==> src/rtl/mips_pkg.sv <==
`default_nettype none
// ============================================================================
// Module  : mips_pkg
// Brief   : Shared loader state encoding and word geometry.
// Revision: 1.0 - initial release
// ============================================================================
package mips_pkg;

    localparam int WORD_BYTES = 4;

    typedef enum logic [2:0] {
        LEN_HI = 3'd0,
        LEN_LO = 3'd1,
        DATA   = 3'd2,
        WRITE  = 3'd3,
        CHK    = 3'd4,
        DONE   = 3'd5,
        ERROR  = 3'd6
    } state_t;

    // States in which the loader holds in_ready high.
    function automatic logic accepts_byte(input state_t s);
        return (s == LEN_HI) || (s == LEN_LO) || (s == DATA) || (s == CHK);
    endfunction

endpackage
`default_nettype wire

==> src/rtl/byte_packer.sv <==
`default_nettype none
// ============================================================================
// Module  : byte_packer
// Brief   : Big-endian byte-to-word shift register with word-complete flag.
// Revision: 1.0 - initial release
// ============================================================================
module byte_packer
    import mips_pkg::*;
(
    input  logic                    clock,
    input  logic                    rst,
    input  logic                    i_shift,
    input  logic [7:0]              i_byte,
    output logic [8*WORD_BYTES-1:0] o_word,
    output logic                    o_word_full
);

    localparam int c_cnt_w = $clog2(WORD_BYTES);

    logic [8*WORD_BYTES-1:0] r_word;
    logic [c_cnt_w-1:0]      r_byte_cnt;

    // The counter wraps on the last byte, so it is ready for the next word.
    always_ff @(posedge clock) begin
        if (rst) begin
            r_word     <= '0;
            r_byte_cnt <= '0;
        end else if (i_shift) begin
            r_word     <= {r_word[8*WORD_BYTES-9:0], i_byte};
            r_byte_cnt <= r_byte_cnt + c_cnt_w'(1);
        end
    end

    assign o_word      = r_word;
    assign o_word_full = i_shift && (r_byte_cnt == c_cnt_w'(WORD_BYTES - 1));

endmodule
`default_nettype wire

==> src/rtl/program_loader.sv <==
`default_nettype none
// ============================================================================
// Module  : program_loader
// Brief   : Boot loader: byte stream -> 32-bit memory image, holds core in reset.
//           Optional trailing XOR checksum byte under LOADER_CHECKSUM_EN.
// Revision: 1.0 - initial release
// ============================================================================
module program_loader
    import mips_pkg::*;
#(
    parameter int          MEM_WORDS = 256,
    parameter logic [31:0] BASE_ADR  = 32'h0000_0000
) (
    input  logic        clock,
    input  logic        rst,
    input  logic [7:0]  in_data,
    input  logic        in_valid,
    output logic        in_ready,
    input  logic        reload,
    output logic        mem_we,
    output logic [31:0] mem_adr,
    output logic [31:0] mem_wd,
    output logic        cpu_rst,
    output logic        done,
    output logic        error
);

    localparam logic [16:0] c_mem_words = 17'(MEM_WORDS);

    state_t      r_state;
    state_t      w_state_next;
    state_t      w_after_image;
    logic        r_in_ready;
    logic        r_mem_we;
    logic        r_cpu_rst;
    logic        r_done;
    logic        r_error;
    logic [15:0] r_len;
    logic [15:0] r_word_idx;
    logic [15:0] w_len;
    logic        w_xfer;
    logic        w_word_full;
    logic        w_last_word;
    logic [31:0] w_word;

    assign w_xfer      = in_valid && r_in_ready;
    assign w_len       = {r_len[15:8], in_data};
    assign w_last_word = ({1'b0, r_word_idx} + 17'd1) >= {1'b0, r_len};

`ifdef LOADER_CHECKSUM_EN
    logic [7:0] r_chk;

    assign w_after_image = CHK;

    always_ff @(posedge clock) begin
        if (rst || (r_state == LEN_HI)) begin
            r_chk <= '0;
        end else if (w_xfer && (r_state == DATA)) begin
            r_chk <= r_chk ^ in_data;
        end
    end
`else
    assign w_after_image = DONE;
`endif

    byte_packer u_byte_packer (
        .clock       (clock),
        .rst         (rst),
        .i_shift     (w_xfer && (r_state == DATA)),
        .i_byte      (in_data),
        .o_word      (w_word),
        .o_word_full (w_word_full)
    );

    always_comb begin
        w_state_next = r_state;
        case (r_state)
            LEN_HI: if (w_xfer) w_state_next = LEN_LO;
            LEN_LO: begin
                if (w_xfer) begin
                    if (w_len == 16'd0)
                        w_state_next = w_after_image;
                    else if ({1'b0, w_len} > c_mem_words)
                        w_state_next = ERROR;
                    else
                        w_state_next = DATA;
                end
            end
            DATA:   if (w_word_full) w_state_next = WRITE;
            WRITE:  w_state_next = w_last_word ? w_after_image : DATA;
`ifdef LOADER_CHECKSUM_EN
            CHK:    if (w_xfer) w_state_next = (in_data == r_chk) ? DONE : ERROR;
`endif
            DONE:   if (reload) w_state_next = LEN_HI;
            ERROR:  w_state_next = ERROR;
            default: w_state_next = LEN_HI;
        endcase
    end

    // Outputs are registered from the next state so they line up with r_state.
    always_ff @(posedge clock) begin
        if (rst) begin
            r_state    <= LEN_HI;
            r_in_ready <= 1'b0;
            r_mem_we   <= 1'b0;
            r_cpu_rst  <= 1'b1;
            r_done     <= 1'b0;
            r_error    <= 1'b0;
            r_len      <= '0;
            r_word_idx <= '0;
        end else begin
            r_state    <= w_state_next;
            r_in_ready <= accepts_byte(w_state_next);
            r_mem_we   <= (w_state_next == WRITE);
            r_done     <= (w_state_next == DONE);
            r_cpu_rst  <= (w_state_next != DONE);
            r_error    <= (w_state_next == ERROR);
            if (w_xfer && (r_state == LEN_HI)) r_len[15:8] <= in_data;
            if (w_xfer && (r_state == LEN_LO)) r_len[7:0]  <= in_data;
            if (r_state == WRITE)
                r_word_idx <= r_word_idx + 16'd1;
            else if ((r_state == DONE) && reload)
                r_word_idx <= '0;
        end
    end

    assign in_ready = r_in_ready;
    assign mem_we   = r_mem_we;
    assign mem_adr  = BASE_ADR + {14'd0, r_word_idx, 2'b00};
    assign mem_wd   = w_word;
    assign cpu_rst  = r_cpu_rst;
    assign done     = r_done;
    assign error    = r_error;

endmodule
`default_nettype wire

==> config.mk <==
export PLATFORM = sky130hd
export DESIGN_NAME = program_loader
export DESIGN_NICKNAME = d
export VERILOG_FILES = /design/src/rtl/mips_pkg.sv /design/src/rtl/byte_packer.sv /design/src/rtl/program_loader.sv
export SDC_FILE = /design/constraint.sdc
export NUM_CORES = 1
export LEC_CHECK = 0
export CORE_MARGIN = 5
export CORE_UTILIZATION = 30
export CTS_CLUSTER_DIAMETER = 200
export DETAILED_ROUTE_END_ITERATION = 6
export MAX_ROUTING_LAYER = met4
export PLACE_DENSITY_LB_ADDON = 0.05
export SYNTH_ARGS = -nofsm -noshare
export SYNTH_HDL_FRONTEND = slang
export SYNTH_SLANG_ARGS = --single-unit
==> constraint.sdc <==
create_clock -name clock -period 5.95 [get_ports clock]
set_input_delay 1.19 -clock clock [delete_from_list [all_inputs] [get_ports clock]]
set_output_delay 1.19 -clock clock [all_outputs]
set_load 0.02 [all_outputs]
Word-level counts from Yosys, hierarchy flattened
Index checks and enable logic that the tools add are counted.
{"block": "word_totals", "output_inout_bits": 69, "input_bits": 12, "word_cells": 52, "reg_bits": 74}
{"block": "classes", "reduce_logical": 13, "add_sub_neg": 3, "muxes": 10, "n_eq_ne": 13, "magnitude_cmp": 2}
{"cell": "16-bit two-way mux", "count": 2}
{"cell": "3-bit two-way mux", "count": 7}
{"cell": "3-bit one-hot mux with 6 select lines", "count": 1}
{"cell": "16-bit by 1-bit adder with 17-bit output, second input constant", "count": 1}
{"cell": "17-bit by 16-bit greater-or-equal comparator with 1-bit output", "count": 1}
{"cell": "16-bit by 1-bit adder with 16-bit output, second input constant", "count": 1}
{"cell": "16-bit by 9-bit greater-than comparator with 1-bit output, second input constant", "count": 1}
{"cell": "16-bit logical NOT", "count": 1}
{"cell": "3-bit == test, second input constant", "count": 5}
{"cell": "3-bit by 2-bit == test with 1-bit output, second input constant", "count": 4}
{"cell": "3-bit by 1-bit == test with 1-bit output, second input constant", "count": 2}
{"cell": "1-bit logical AND", "count": 6}
{"cell": "3-bit logical NOT", "count": 2}
{"cell": "1-bit logical OR", "count": 3}
{"cell": "3-bit != test, second input constant", "count": 1}
{"cell": "2-bit by 1-bit adder with 2-bit output, second input constant", "count": 1}
{"cell": "2-bit == test, second input constant", "count": 1}
{"cell": "2-bit nonzero test", "count": 1}

Longest topological paths before layout
{"block": "depth", "word_depth": 9, "ltp_mapped": 13, "mapped_depth_nobuf": 12}

Hierarchy
From an unflattened synthesis, not the netlist that was laid out.
{"block": "hier_totals", "cells_unflattened": 426, "hier_area_um2": 3792.4}
{"mod": "program_loader", "instances": 1, "seq_area_each_um2": 800.8, "area_per_inst_um2": 2534.9, "cells_each": 314}
{"mod": "byte_packer", "instances": 1, "seq_area_each_um2": 680.7, "area_per_inst_um2": 1257.5, "cells_each": 112}

Worst setup path after synthesis
OpenSTA, ideal clock, no wires.
{"block": "synth_timing", "path_type": "register to register", "from": "reg r_word_idx[0]", "to": "reg r_mem_we (netlist: mem_we)", "arrival_ps": 2897, "slack_ps": 2966, "synth_period_minus_slack_ps": 2984, "required_time_ps": 5863, "n_path_buf": 0, "stages_incl_launch_ff": 13, "setup_ps": 87, "cell_sequence": "dfxtp_1 -> ha_1 -> nand3_2 -> nor3_2 -> nand3_1 -> xnor2_1 -> ha_1 -> a211oi_1 -> o21a_1 -> o21ai_0 -> o311ai_1 -> a31oi_1 -> nor4b_2"}
{"block": "synth_via", "elab_chain_len": 5}
{"element": "start: declaration", "line_no": "program_loader.sv:39", "text": "logic [15:0] r_word_idx;"}
{"element": "start signal: assignment", "line_no": "program_loader.sv:121", "text": "r_word_idx <= r_word_idx + 16'd1;"}
{"element": "16-bit by 1-bit adder with 17-bit output", "line_no": "program_loader.sv:48", "text": "assign w_last_word = ({1'b0, r_word_idx} + 17'd1) >= {1'b0, r_len};"}
{"element": "17-bit by 16-bit greater-or-equal comparator with 1-bit output", "line_no": "program_loader.sv:48"}
{"element": "3-bit two-way mux", "line_no": "program_loader.sv:90", "text": "WRITE: w_state_next = w_last_word ? w_after_image : DATA;"}
{"element": "3-bit one-hot mux with 6 select lines", "line_no": "program_loader.sv:77", "text": "case (r_state)"}
{"element": "3-bit by 2-bit == test with 1-bit output", "line_no": "program_loader.sv:114", "text": "r_mem_we <= (w_state_next == WRITE);"}
{"element": "end signal: assignment", "line_no": "program_loader.sv:114"}
{"element": "end: declaration", "line_no": "program_loader.sv:34", "text": "logic r_mem_we;"}
Every way passes these cells.
A chain may end at the register's enable or synchronous reset.

Final worst setup path
Ends and elaborated chain as after synthesis.

==> results.cfg <==
[floorplan]
initial_core_util = 0.305
rows = 40
core-area_um2 = 12000
io_pins = 81
chipHeight_um = 120
die_area_um2 = 14500
dieWidth_um = 120

[layout]
multi_input_area_um2 = 1910
antennaDiodeCount = 0
ff_latch_area_um2 = 1480
syn2layout_area_growth_pct = 26.6
num-nets-final = 534
final_cells = 656
drive_above_1_share = 0.0668
fill_cells = 1257

[yosys]
yosysSeqAreaShare = 0.406
synth_top_area_cell = dfxtp_1
synth.most_common_cell = nand2_1
synthFlopType = dfxtp_1
synth_area_leaders = dfxtp_1 41%, nand2_1 9.8%, a21oi_1 8.2%
async_flop_share = 0
syn_avg_cell_area_um2 = 8.07
synth_cells = 452
synth-edff-count = 0
synth-seq-cells = 74
ys_types = 48
synth_top_area_share = 0.406
netlist_area_um2 = 3650
yosysWarnings = 0
synth_common_cells = 95 x nand2_1, 74 x dfxtp_1, 60 x a21oi_1, 33 x nor2_1, 19 x inv_1

[timing]
min_period_ns = 3.18
hold_viol = 0
holdWs_ns = 0.455
final-setup-viol-count = 0
tightest_slew_ns = 1.14
fmax_mhz = 315
clock-skew-final_ns = 0.00354
fin_crit_sh = 0.534
finalMaxSlewViolations = 0
slew_headroom = 0.241
rsz0062_at_grt = no
fin_setup_tns_ns = 0

[setup_path]
cp_data_required_time_ns = 6.20
crit_path_max_fanout = 7
r2r_start = r_word_idx[0]
startpoint_type = flip-flop
startpoint = r_word_idx[0]
worstSetupPathType = flip-flop to flip-flop
critPathArrivalTime_ns = 3.43
end_kind = flip-flop

[route]
via_count = 3098
firstDrtPassIters = 5
ant_nets = 0
wl_met2_um = 4350
wl_per_cell_um = 15.0
top_layer = met4
drc = 0
routed-wl-met3_um = 565
wl_met1_um = 4860
drt-initial-drc-count = 213
wirelength_um = 9840
routed_via_density = 4.72

[global_route]
grt_usage = 0.145
grt_pass1_vias = 3075
grt_pass1_wl_um = 16100
grt_start_max_net_pins = 76
antenna_found_initial = 0
grt_remaining_overflow = 0

[clock_tree]
cts_buffers = 9
path_clk_slew_ns = 0.06
worstSkewPairLatency_ns = 0.34
post_cts_buffers = 0
htree_levels = 3
cts_resized = 0
cts_buffer_depth = 2
ctsHoldBuffers = 0
cts_root_buf = clkbuf_16
cts.sinks = 74
cts_tree = done

[placed_design]
dp_cells = 640
dp_hpwl_um = 6930
gp_congestion = 0.831
port_buffers = 64

[power_and_ir_drop]
irDropWorstVdd_uv = 181
total_power_w = 0.00118
p_leak_nw = 1.64
p_per_area_nw_per_um2 = 255

[min_path]
min_from = r_len[2]
hold_class = flip-flop to flip-flop

[outcome]
status = complete, no violations

[run]
maxCapViolCount = 0
-- final timing paths --
path	end	slack [ns]	depth (start not counted)
worst max register to register	mem_we	2.77	12
worst min-delay path	r_len[2]	0.46	2
worst min register to register	r_len[2]	0.46	2
worst max-delay path	mem_we	2.77	12
-- cell usage in the layout, fill, tap and decap left out, types with 5 or more instances in the layout --
cell type | Yosys | routed
nand2_1 | 95 | 95
dfxtp_1 | 74 | 74
clkdlybuf4s50_1 | 0 | 63
a21oi_1 | 60 | 60
nor2_1 | 33 | 32
inv_1 | 19 | 19
ha_1 | 18 | 18
conb_1 | 1 | 16
o21ai_0 | 14 | 14
xnor2_1 | 12 | 12
mux2i_1 | 9 | 9
clkbuf_16 | 0 | 9
nand3_1 | 7 | 7
nand4_1 | 5 | 5
a22oi_1 | 5 | 5
-- area by class of cell --
type                    count  area share
multi-input cells         334       0.414
flip-flops and latches     74       0.321
repair buffers             66       0.141
clock buffers              12      0.0534
well taps                 147      0.0398
clock inverters             4      0.0163
inverters                  19      0.0154
-- sequential cells by signal (all words and copies together) (netlist names) --
name / flops
r_len: 16
mem_we: 1
u_byte_packer.r_byte_cnt: 2
cpu_rst: 1
done: 1
in_ready: 1
r_word_idx: 16
error: 1
r_state: 3
u_byte_packer.o_word: 32
-- where the power goes --
part / internal [W] / switching [W]
registers: 0.000502 / 0.00000689
logic: 0.0000287 / 0.0000506
clock network: 0.000379 / 0.000209
total: 0.000910 / 0.000267
-- cells by family after synthesis --
family | Yosys count | synth area share
buf+inv | 59 | 0.0867
simple gates | 175 | 0.223
compound gates | 100 | 0.159
xor+xnor | 16 | 0.0384
other cells | 1 | 0.00103
mux | 9 | 0.0247
flops | 74 | 0.406
fa+ha+maj | 18 | 0.0617
-- worst max-delay path: stages (launching register included) --
cell,delay [ns]
dfxtp_1,0.44
ha_1,0.28
nand3_2,0.18
nor3_2,0.32
nand3_1,0.13
xnor2_1,0.23
ha_1,0.28
a211oi_1,0.20
o21a_1,0.17
o21ai_0,0.09
o311ai_1,0.30
a31oi_1,0.18
nor4b_2,0.29
-- per-layer routing --
layer / vias up / global-route usage
li1: 1597 / -
met1: 1415 / 0.187
met2: 79 / 0.215
met3: 7 / 0.0533
met4: 0 / 0.0404
met5: - / -
-- metrics by stage --
stage                     cell area [µm²]  setup WS, ns  utilization
after CTS                            4620          2.75        0.386
after detailed placement             4300          2.67        0.359
after global placement               4300          2.71        0.359
final                                4620          2.77        0.386
after global routing                 4620          2.46        0.386
after floorplan                      3710          2.97            -
No activity file was read; power rests on OpenSTA's default activity.
